`src/rtl/mips_exc_ctrl.sv`:
```
// mips_exc_ctrl: pipeline exception/interrupt sequencer; irq service enabled by `define EXC_IRQ_EN
module mips_exc_ctrl #(
  parameter int MEM_SIZE = 512,
  parameter int EXC_ADDR = MEM_SIZE - 120,
  parameter int CAUSE_W = 4
) (
  input  logic               clk,
  input  logic               reset,
  input  logic               ex_ovf,
  input  logic [31:0]        ex_pc,
  input  logic               id_illegal,
  input  logic [31:0]        id_pc,
  input  logic               id_eret,
  input  logic               irq,
  output logic               pc_sel,
  output logic [31:0]        pc_redirect,
  output logic               flush_if,
  output logic               flush_id,
  output logic               flush_ex,
  output logic [31:0]        epc,
  output logic [CAUSE_W-1:0] cause,
  output logic               in_handler,
  output logic               dbl_fault
);
  typedef enum logic [1:0] {IDLE, REDIR, HANDLER, RETURN} state_t;
  state_t state;
  logic irq_ok;
  logic fault;
`ifdef EXC_IRQ_EN
  assign irq_ok = irq;
`else
  logic unused_irq;
  assign unused_irq = irq;
  assign irq_ok = 1'b0;
`endif
  assign fault = ex_ovf | id_illegal;
  always_ff @(posedge clk) begin
    if (reset) begin
      state <= IDLE;
      pc_sel <= 1'b0;
      pc_redirect <= '0;
      flush_if <= 1'b0;
      flush_id <= 1'b0;
      flush_ex <= 1'b0;
      epc <= '0;
      cause <= '0;
      in_handler <= 1'b0;
      dbl_fault <= 1'b0;
    end else begin
      pc_sel <= 1'b0;
      flush_if <= 1'b0;
      flush_id <= 1'b0;
      flush_ex <= 1'b0;
      // any fault while the handler owns the pipeline is unrecoverable: flag it
      if (state != IDLE && fault) dbl_fault <= 1'b1;
      case (state)
        IDLE: if (fault || irq_ok) begin
          state <= REDIR;
          pc_sel <= 1'b1;
          pc_redirect <= 32'(EXC_ADDR);
          flush_if <= 1'b1;
          flush_id <= 1'b1;
          flush_ex <= ex_ovf;
          in_handler <= 1'b1;
          epc <= ex_ovf ? ex_pc : id_pc;
          cause <= ex_ovf ? CAUSE_W'(12) : id_illegal ? CAUSE_W'(10) : '0;
        end
        REDIR: state <= HANDLER;
        HANDLER: if (!fault && id_eret) begin
          state <= RETURN;
          pc_sel <= 1'b1;
          flush_if <= 1'b1;
          // faults skip the offending instruction, interrupts re-execute it
          pc_redirect <= (cause == '0) ? epc : epc + 32'd4;
        end
        RETURN: begin
          state <= IDLE;
          in_handler <= 1'b0;
        end
        default: state <= IDLE;
      endcase
    end
  end
endmodule

```
`config.mk`:
```
export PLATFORM = sky130hd
export DESIGN_NAME = mips_exc_ctrl
export DESIGN_NICKNAME = d
export VERILOG_FILES = /design/src/rtl/mips_exc_ctrl.sv
export SDC_FILE = /design/constraint.sdc
export NUM_CORES = 1
export LEC_CHECK = 0
export ABC_AREA = 1
export BUFFER_PORTS_ARGS = -buffer_cell sky130_fd_sc_hd__buf_2
export CORE_MARGIN = 2
export CORE_UTILIZATION = 35
export DETAILED_ROUTE_END_ITERATION = 16
export PLACE_DENSITY = 0.69
export SYNTH_ARGS = -nofsm -noshare
export SYNTH_HDL_FRONTEND = slang
export SYNTH_SLANG_ARGS = --single-unit
```
`constraint.sdc`:
```
create_clock -name clk -period 3.25 [get_ports clk]
set_input_delay 0.1625 -clock clk [delete_from_list [all_inputs] [get_ports clk]]
set_output_delay 0.1625 -clock clk [all_outputs]
set_load 0.02 [all_outputs]
```
==> impl_metrics.py, run 1 <==
metrics = {
    "critical_path": {
        "worstSetupEndpointType": "flip-flop",
        "arrival_ns": 2.50,
        "critical_path.max_fanout": 39,
        "path_class": "flip-flop to flip-flop",
        "worstPathRequired_ns": 3.53,
        "cp-start-kind": "flip-flop",
    },
    "cells_and_area": {
        "regArea_um2": 1481,
        "finalInstanceArea_um2": 4721,
        "multiInputGateArea_um2": 1987,
        "nNetsFinal": 736,
        "fillers": 1104,
        "areaGrowthSynthToFinish_pct": 25.85,
        "diodes": 0,
        "drive_gt1_frac": 0.2613,
    },
    "clock_tree": {
        "cts_made_buffers": 9,
        "root_buffer": "clkbuf_8",
        "cts_buffer_depth": 2,
        "hold_buffers": 0,
        "postCtsSetupBuffers": 0,
        "cts_resized": 0,
        "clock_sinks": 74,
        "clk_latency_ns": 0.36,
        "h-tree-depth": 3,
        "clk_pin_slew_ns": 0.09,
        "cts_tree": "done",
    },
    "status": {
        "outcome": "finished clean",
    },
    "sta": {
        "hold_viol": 0,
        "fin_setup_tns_ns": 0,
        "clock_skew_ns": 0.01281,
        "rsz0062_at_grt": "no",
        "layout_min_cycle_time_ns": 2.223,
        "fin_crit_sh": 0.6839,
        "finalMaxSlewViolations": 0,
        "max_slew_margin": 0.3827,
        "worst_pin_slew_ns": 0.9249,
        "timing.fmax_ghz": 0.4499,
        "finalSetupViolCount": 0,
    },
    "floorplanning": {
        "die_x_um": 107.5,
        "ioPinCount": 144,
        "coreArea_um2": 10370,
        "die-area_um2": 11560,
        "chipHeight_um": 107.5,
        "initial_core_util": 0.3617,
        "rows": 37,
    },
    "routing": {
        "drc": 0,
        "finalWirelength_um": 11820,
        "drt-initial-drc-count": 288,
        "viasPerCell": 5.010,
        "ant_nets": 0,
        "routedWlPerCell_um": 14.74,
        "num_vias": 4018,
        "drt_pass1_iterations": 5,
    },
    "grt": {
        "grt_antenna_before_repair": 0,
        "grt_max_degree": 40,
        "met2_usage": 0.3172,
        "met1_usage": 0.2954,
        "met3_usage": 0.04237,
        "grt-busiest-layer": "met2",
        "track_usage": 0.2108,
        "grt_pass1_vias": 3746,
        "overflow": 0,
        "grt_pass1_wl_um": 19220,
    },
    "min_path": {
        "hp-class": "primary input to flip-flop",
    },
    "placed_design": {
        "place_area_um2": 4478,
        "globalplace.congestion": 0.8957,
        "dp_hpwl_um": 8873,
        "place.port_buffers": 141,
    },
    "synthesis": {
        "yosysMostFrequentCell": "nand2_1",
        "syn-num-nets": 612,
        "syn_inst": 537,
        "netlist-cell-type-count": 36,
        "yosys.area.top_type": "dfxtp_1",
        "yosys-top-cells-area": "dfxtp_1, nand2_1, nand3_1",
        "synthTopCellsByCount": "nand2_1, dfxtp_1, nand3_1",
        "synth_area_per_cell_um2": 6.985,
        "async_flop_share": 0,
        "synth_edf_count": 0,
        "synth_seq_cells": 74,
        "ys.flop_type": "dfxtp_1",
        "yosys.area.top_type_share": 0.3949,
        "synth_area_um2": 3751,
        "yosysWarningCount": 0,
        "synth-seq-area-share": 0.3949,
    },
    "power": {
        "power_density_nw_per_um2": 763.4,
        "p_leak_nw": 2.125,
        "ir_drop_uv": 328.3,
    },
    "run": {
        "drv_cap": 0,
    },
}
==> where the power goes <==
part           internal [mW]  total, mW  switching [mW]
Combinational          0.407       1.28           0.873
Clock                  0.513      0.872           0.359
Sequential              1.12       1.45           0.335
Total                   2.04       3.60            1.57
==> cells in the final DEF (no fill, tap or decap), drive strengths merged, types with 12 or more instances in the layout <==
master / netlist / routed
nand4: 12 / 12
o21ai: 41 / 41
a21oi: 38 / 38
nand3: 44 / 44
buf: 16 / 142
dfxtp: 74 / 74
inv: 33 / 33
nand2: 159 / 159
a31oi: 33 / 33
nor2: 44 / 44
==> critical path, cell delays in order (launching register included) <==
cell     delay, ns
dfxtp_1       0.32
inv_1         0.12
ha_1          0.40
inv_2         0.12
nor2_4        0.45
buf_4         0.41
o21ai_0       0.13
a31oi_1       0.20
==> through the flow <==
stage / setup slack (ns) / hold slack [ns] / power, mW / cells / util
4_1_cts: 1.011 / 0.05374 / 3.621 / 802 / 0.4552
2_1_floorplan: 1.686 / 0.3072 / 2.297 / 537 / -
6_report: 1.027 / 0.05976 / 3.604 / 802 / 0.4552
3_3_place_gp: 1.115 / 0.4365 / 2.711 / 786 / 0.4318
3_5_place_dp: 1.025 / 0.4399 / 2.749 / 786 / 0.4318
5_1_grt: 0.6912 / 0.05355 / 3.827 / 802 / 0.4552
==> layer usage <==
| layer | wire length (um) | up-vias |
|---|---|---|
| met3 | 726 | 26 |
| met4 | 331 | 0 |
| li1 | - | 2053 |
| met1 | 5570 | 1789 |
| met5 | 0 | - |
| met2 | 5189 | 150 |
==> final timing paths <==
check | slack (ns) | end | cells past startpoint | from
worst max register to register | 1.03 | epc[9]$_SDFFE_PP0P_ | 7 | state[0]$_SDFFE_PP0P_
worst min register to register | 0.46 | pc_redirect[1]$_SDFFE_PP0P_ | 2 | pc_redirect[1]$_SDFFE_PP0P_
worst max-delay path | 1.03 | epc[9]$_SDFFE_PP0P_ | 7 | state[0]$_SDFFE_PP0P_
worst min-delay path | 0.06 | epc[31]$_SDFFE_PP0P_ | 3 | ex_pc[31]
==> registers in the layout (all words and copies together) (netlist names) <==
signal       count
flush_id         1
flush_if         1
epc             32
dbl_fault        1
flush_ex         1
in_handler       1
cause            3
state            2
pc_redirect     32
==> cells by family after synthesis <==
group,share of synthesized area
simple gates,0.3142
flops,0.3949
fa+ha+maj,0.01668
buf+inv,0.07539
compound gates,0.1978
other cells,0.0009997
==> layout make-up <==
| cell class | count | share of cell area |
|---|---|---|
| clock inverters | 6 | 0.02438 |
| well taps | 136 | 0.03605 |
| clock buffers | 10 | 0.02703 |
| repair buffers | 142 | 0.1511 |
| inverters | 33 | 0.02677 |
| multi-input cells | 401 | 0.4209 |
| flip-flops and latches | 74 | 0.3138 |
No activity file was read; power rests on OpenSTA's default activity.
==> run 2, diff against run 1 <==
- clock period: 3.25 -> 2.3 ns (I/O delays scaled with it)
==> run 2 against run 1 <==
Utilization up 0.11 points. First-iteration DRC count fell by 31%. Clock skew down 0.0019 ns. Critical path depth did not move. Fmax grew 18%. Combinational power grew 45%. Register-to-register slack worse by 0.62 ns. Critical path type unchanged. Highest routed layer unchanged.
==> impl_metrics.py, run 2 (synthesis results as in run 1) <==
metrics = {
    "status": {
        "outcome": "finished clean",
    },
    "sta": {
        "fin_setup_tns_ns": 0,
        "hold_ws_ns": 0.01725,
        "rsz0062_at_grt": "no",
        "hold_viol": 0,
        "clock_skew_ns": 0.01093,
        "finalSetupViolCount": 0,
        "finalMaxSlewViolations": 0,
        "fin_crit_sh": 0.8217,
        "layout_min_cycle_time_ns": 1.890,
        "max_slew_margin": 0.4191,
        "timing.fmax_ghz": 0.5292,
        "worst_pin_slew_ns": 0.8704,
    },
    "cells_and_area": {
        "stdcell_count": 807,
        "nNetsFinal": 741,
        "fillers": 1123,
        "largestRegisters": "epc x32, pc_redirect x32, cause x3",
        "layout_commonest_cell": "nand2_1",
        "final_cell_mix": "nand2_1, buf_2, dfxtp_1",
        "post-route-util": 0.4563,
        "areaGrowthSynthToFinish_pct": 26.15,
        "drive_gt1_frac": 0.2668,
        "finalInstanceArea_um2": 4732,
        "diodes": 0,
    },
    "clock_tree": {
        "h-tree-depth": 3,
        "cts_buffer_depth": 2,
        "clk_latency_ns": 0.36,
        "clock_sinks": 74,
        "postCtsSetupBuffers": 0,
        "clk_pin_slew_ns": 0.08,
        "hold_buffers": 0,
        "root_buffer": "clkbuf_8",
        "cts_made_buffers": 9,
        "cts_tree": "done",
        "cts_resized": 0,
    },
    "floorplanning": {
        "chipHeight_um": 107.5,
        "ioPinCount": 144,
        "coreArea_um2": 10370,
        "initial_core_util": 0.3617,
        "die-area_um2": 11560,
        "rows": 37,
        "die_x_um": 107.5,
    },
    "grt": {
        "overflow": 0,
        "grt_pass1_wl_um": 18290,
        "grt_antenna_before_repair": 0,
        "track_usage": 0.2010,
        "grt_max_degree": 58,
        "grt_pass1_vias": 3652,
    },
    "min_path": {
        "hp-class": "primary input to flip-flop",
    },
    "critical_path": {
        "critical_path.max_fanout": 57,
        "path_delay_family": "buffers and inverters",
        "slowest_delay_ns": 0.41,
        "worstPathRequired_ns": 2.59,
        "worst-r2r-setup-slack_ns": 0.41,
        "cp-start-kind": "flip-flop",
        "arrival_ns": 2.18,
        "path_class": "flip-flop to flip-flop",
        "crit_end": "epc[0]$_SDFFE_PP0P_",
        "crit_buf_inv": 3,
        "worstSetupStartpoint": "state[0]$_SDFFE_PP0P_",
        "worstRegToRegCells": 7,
        "r2r-start": "state[0]$_SDFFE_PP0P_",
        "crit_cells": 7,
        "r2r_end": "epc[0]$_SDFFE_PP0P_",
        "cp_slowest_cell": "ha_1",
        "crit_chain": "inv_1, ha_1, inv_2, nor2_4, buf_12, o21ai_0, a31oi_1",
        "worstSetupEndpointType": "flip-flop",
    },
    "placed_design": {
        "dp_hpwl_um": 8904,
        "place_area_um2": 4528,
        "dpl.cell_count": 791,
        "globalplace.congestion": 0.8950,
        "place.port_buffers": 141,
    },
    "routing": {
        "drt_pass1_iterations": 5,
        "num_vias": 4068,
        "drc": 0,
        "ant_nets": 0,
        "finalWirelength_um": 11720,
        "routedWlPerCell_um": 14.52,
        "drt-initial-drc-count": 200,
        "viasPerCell": 5.041,
    },
    "power": {
        "power_density_nw_per_um2": 1045,
        "ir_drop_uv": 524.1,
        "p_leak_nw": 2.133,
    },
    "run": {
        "drv_cap": 0,
    },
}
-- run 2: power by group --
group          internal (mW)  leakage [nW]  switching, mW
Combinational          0.612          1.43           1.24
Sequential              1.58         0.607          0.473
Clock                  0.537        0.0962          0.502
Total                   2.73          2.13           2.22
-- run 2: final cells by class --
| cell class | count | area (um^2) | share of cell area |
|---|---|---|---|
| Multi-Input combinational cell | 401 | 1987 | 0.4199 |
| Sequential cell | 74 | 1481 | 0.3131 |
| Timing Repair Buffer | 147 | 763.2 | 0.1613 |
| Tap cell | 136 | 170.2 | 0.03596 |
| Clock buffer | 11 | 141.4 | 0.02988 |
| Inverter | 33 | 126.4 | 0.02671 |
| Clock inverter | 5 | 62.56 | 0.01322 |
-- run 2: tightest hold or removal path, cell delays in order --
cell     delay, ns
buf_2         0.10
nand2_1       0.05
a31oi_1       0.07
-- run 2: per-layer routing --
layer / vias to the layer above / global-route usage / part of all wire
li1: 2064 / - / -
met1: 1824 / 0.2812 / 0.45
met3: 13 / 0.03874 / 0.081
met4: 0 / 0.05952 / 0.016
met2: 167 / 0.3131 / 0.45
met5: - / 0 / 0
-- run 2: how the worst min path moves through the flow --
stage / startpoint / endpoint / slack (ns) / cells after the start
6_report: id_pc[4] / epc[4]$_SDFFE_PP0P_ / 0.02 / 3
5_1_grt: id_pc[4] / epc[4]$_SDFFE_PP0P_ / 0.02 / 3
4_1_cts: ex_pc[31] / epc[31]$_SDFFE_PP0P_ / 0.01 / 3
3_5_place_dp: id_pc[15] / epc[15]$_SDFFE_PP0P_ / 0.39 / 3
3_3_place_gp: id_pc[30] / epc[30]$_SDFFE_PP0P_ / 0.39 / 3
2_1_floorplan: id_illegal / cause[1]$_SDFFE_PP0P_ / 0.26 / 2
-- run 2: per-stage QoR --
| stage | power [mW] | setup WS (ns) |
|---|---|---|
| 2_1_floorplan | 3.246 | 0.7359 |
| 3_3_place_gp | 3.881 | 0.5176 |
| 3_5_place_dp | 3.925 | 0.4201 |
| 4_1_cts | 4.962 | 0.4016 |
| 5_1_grt | 5.245 | 0.2333 |
| 6_report | 4.943 | 0.4102 |
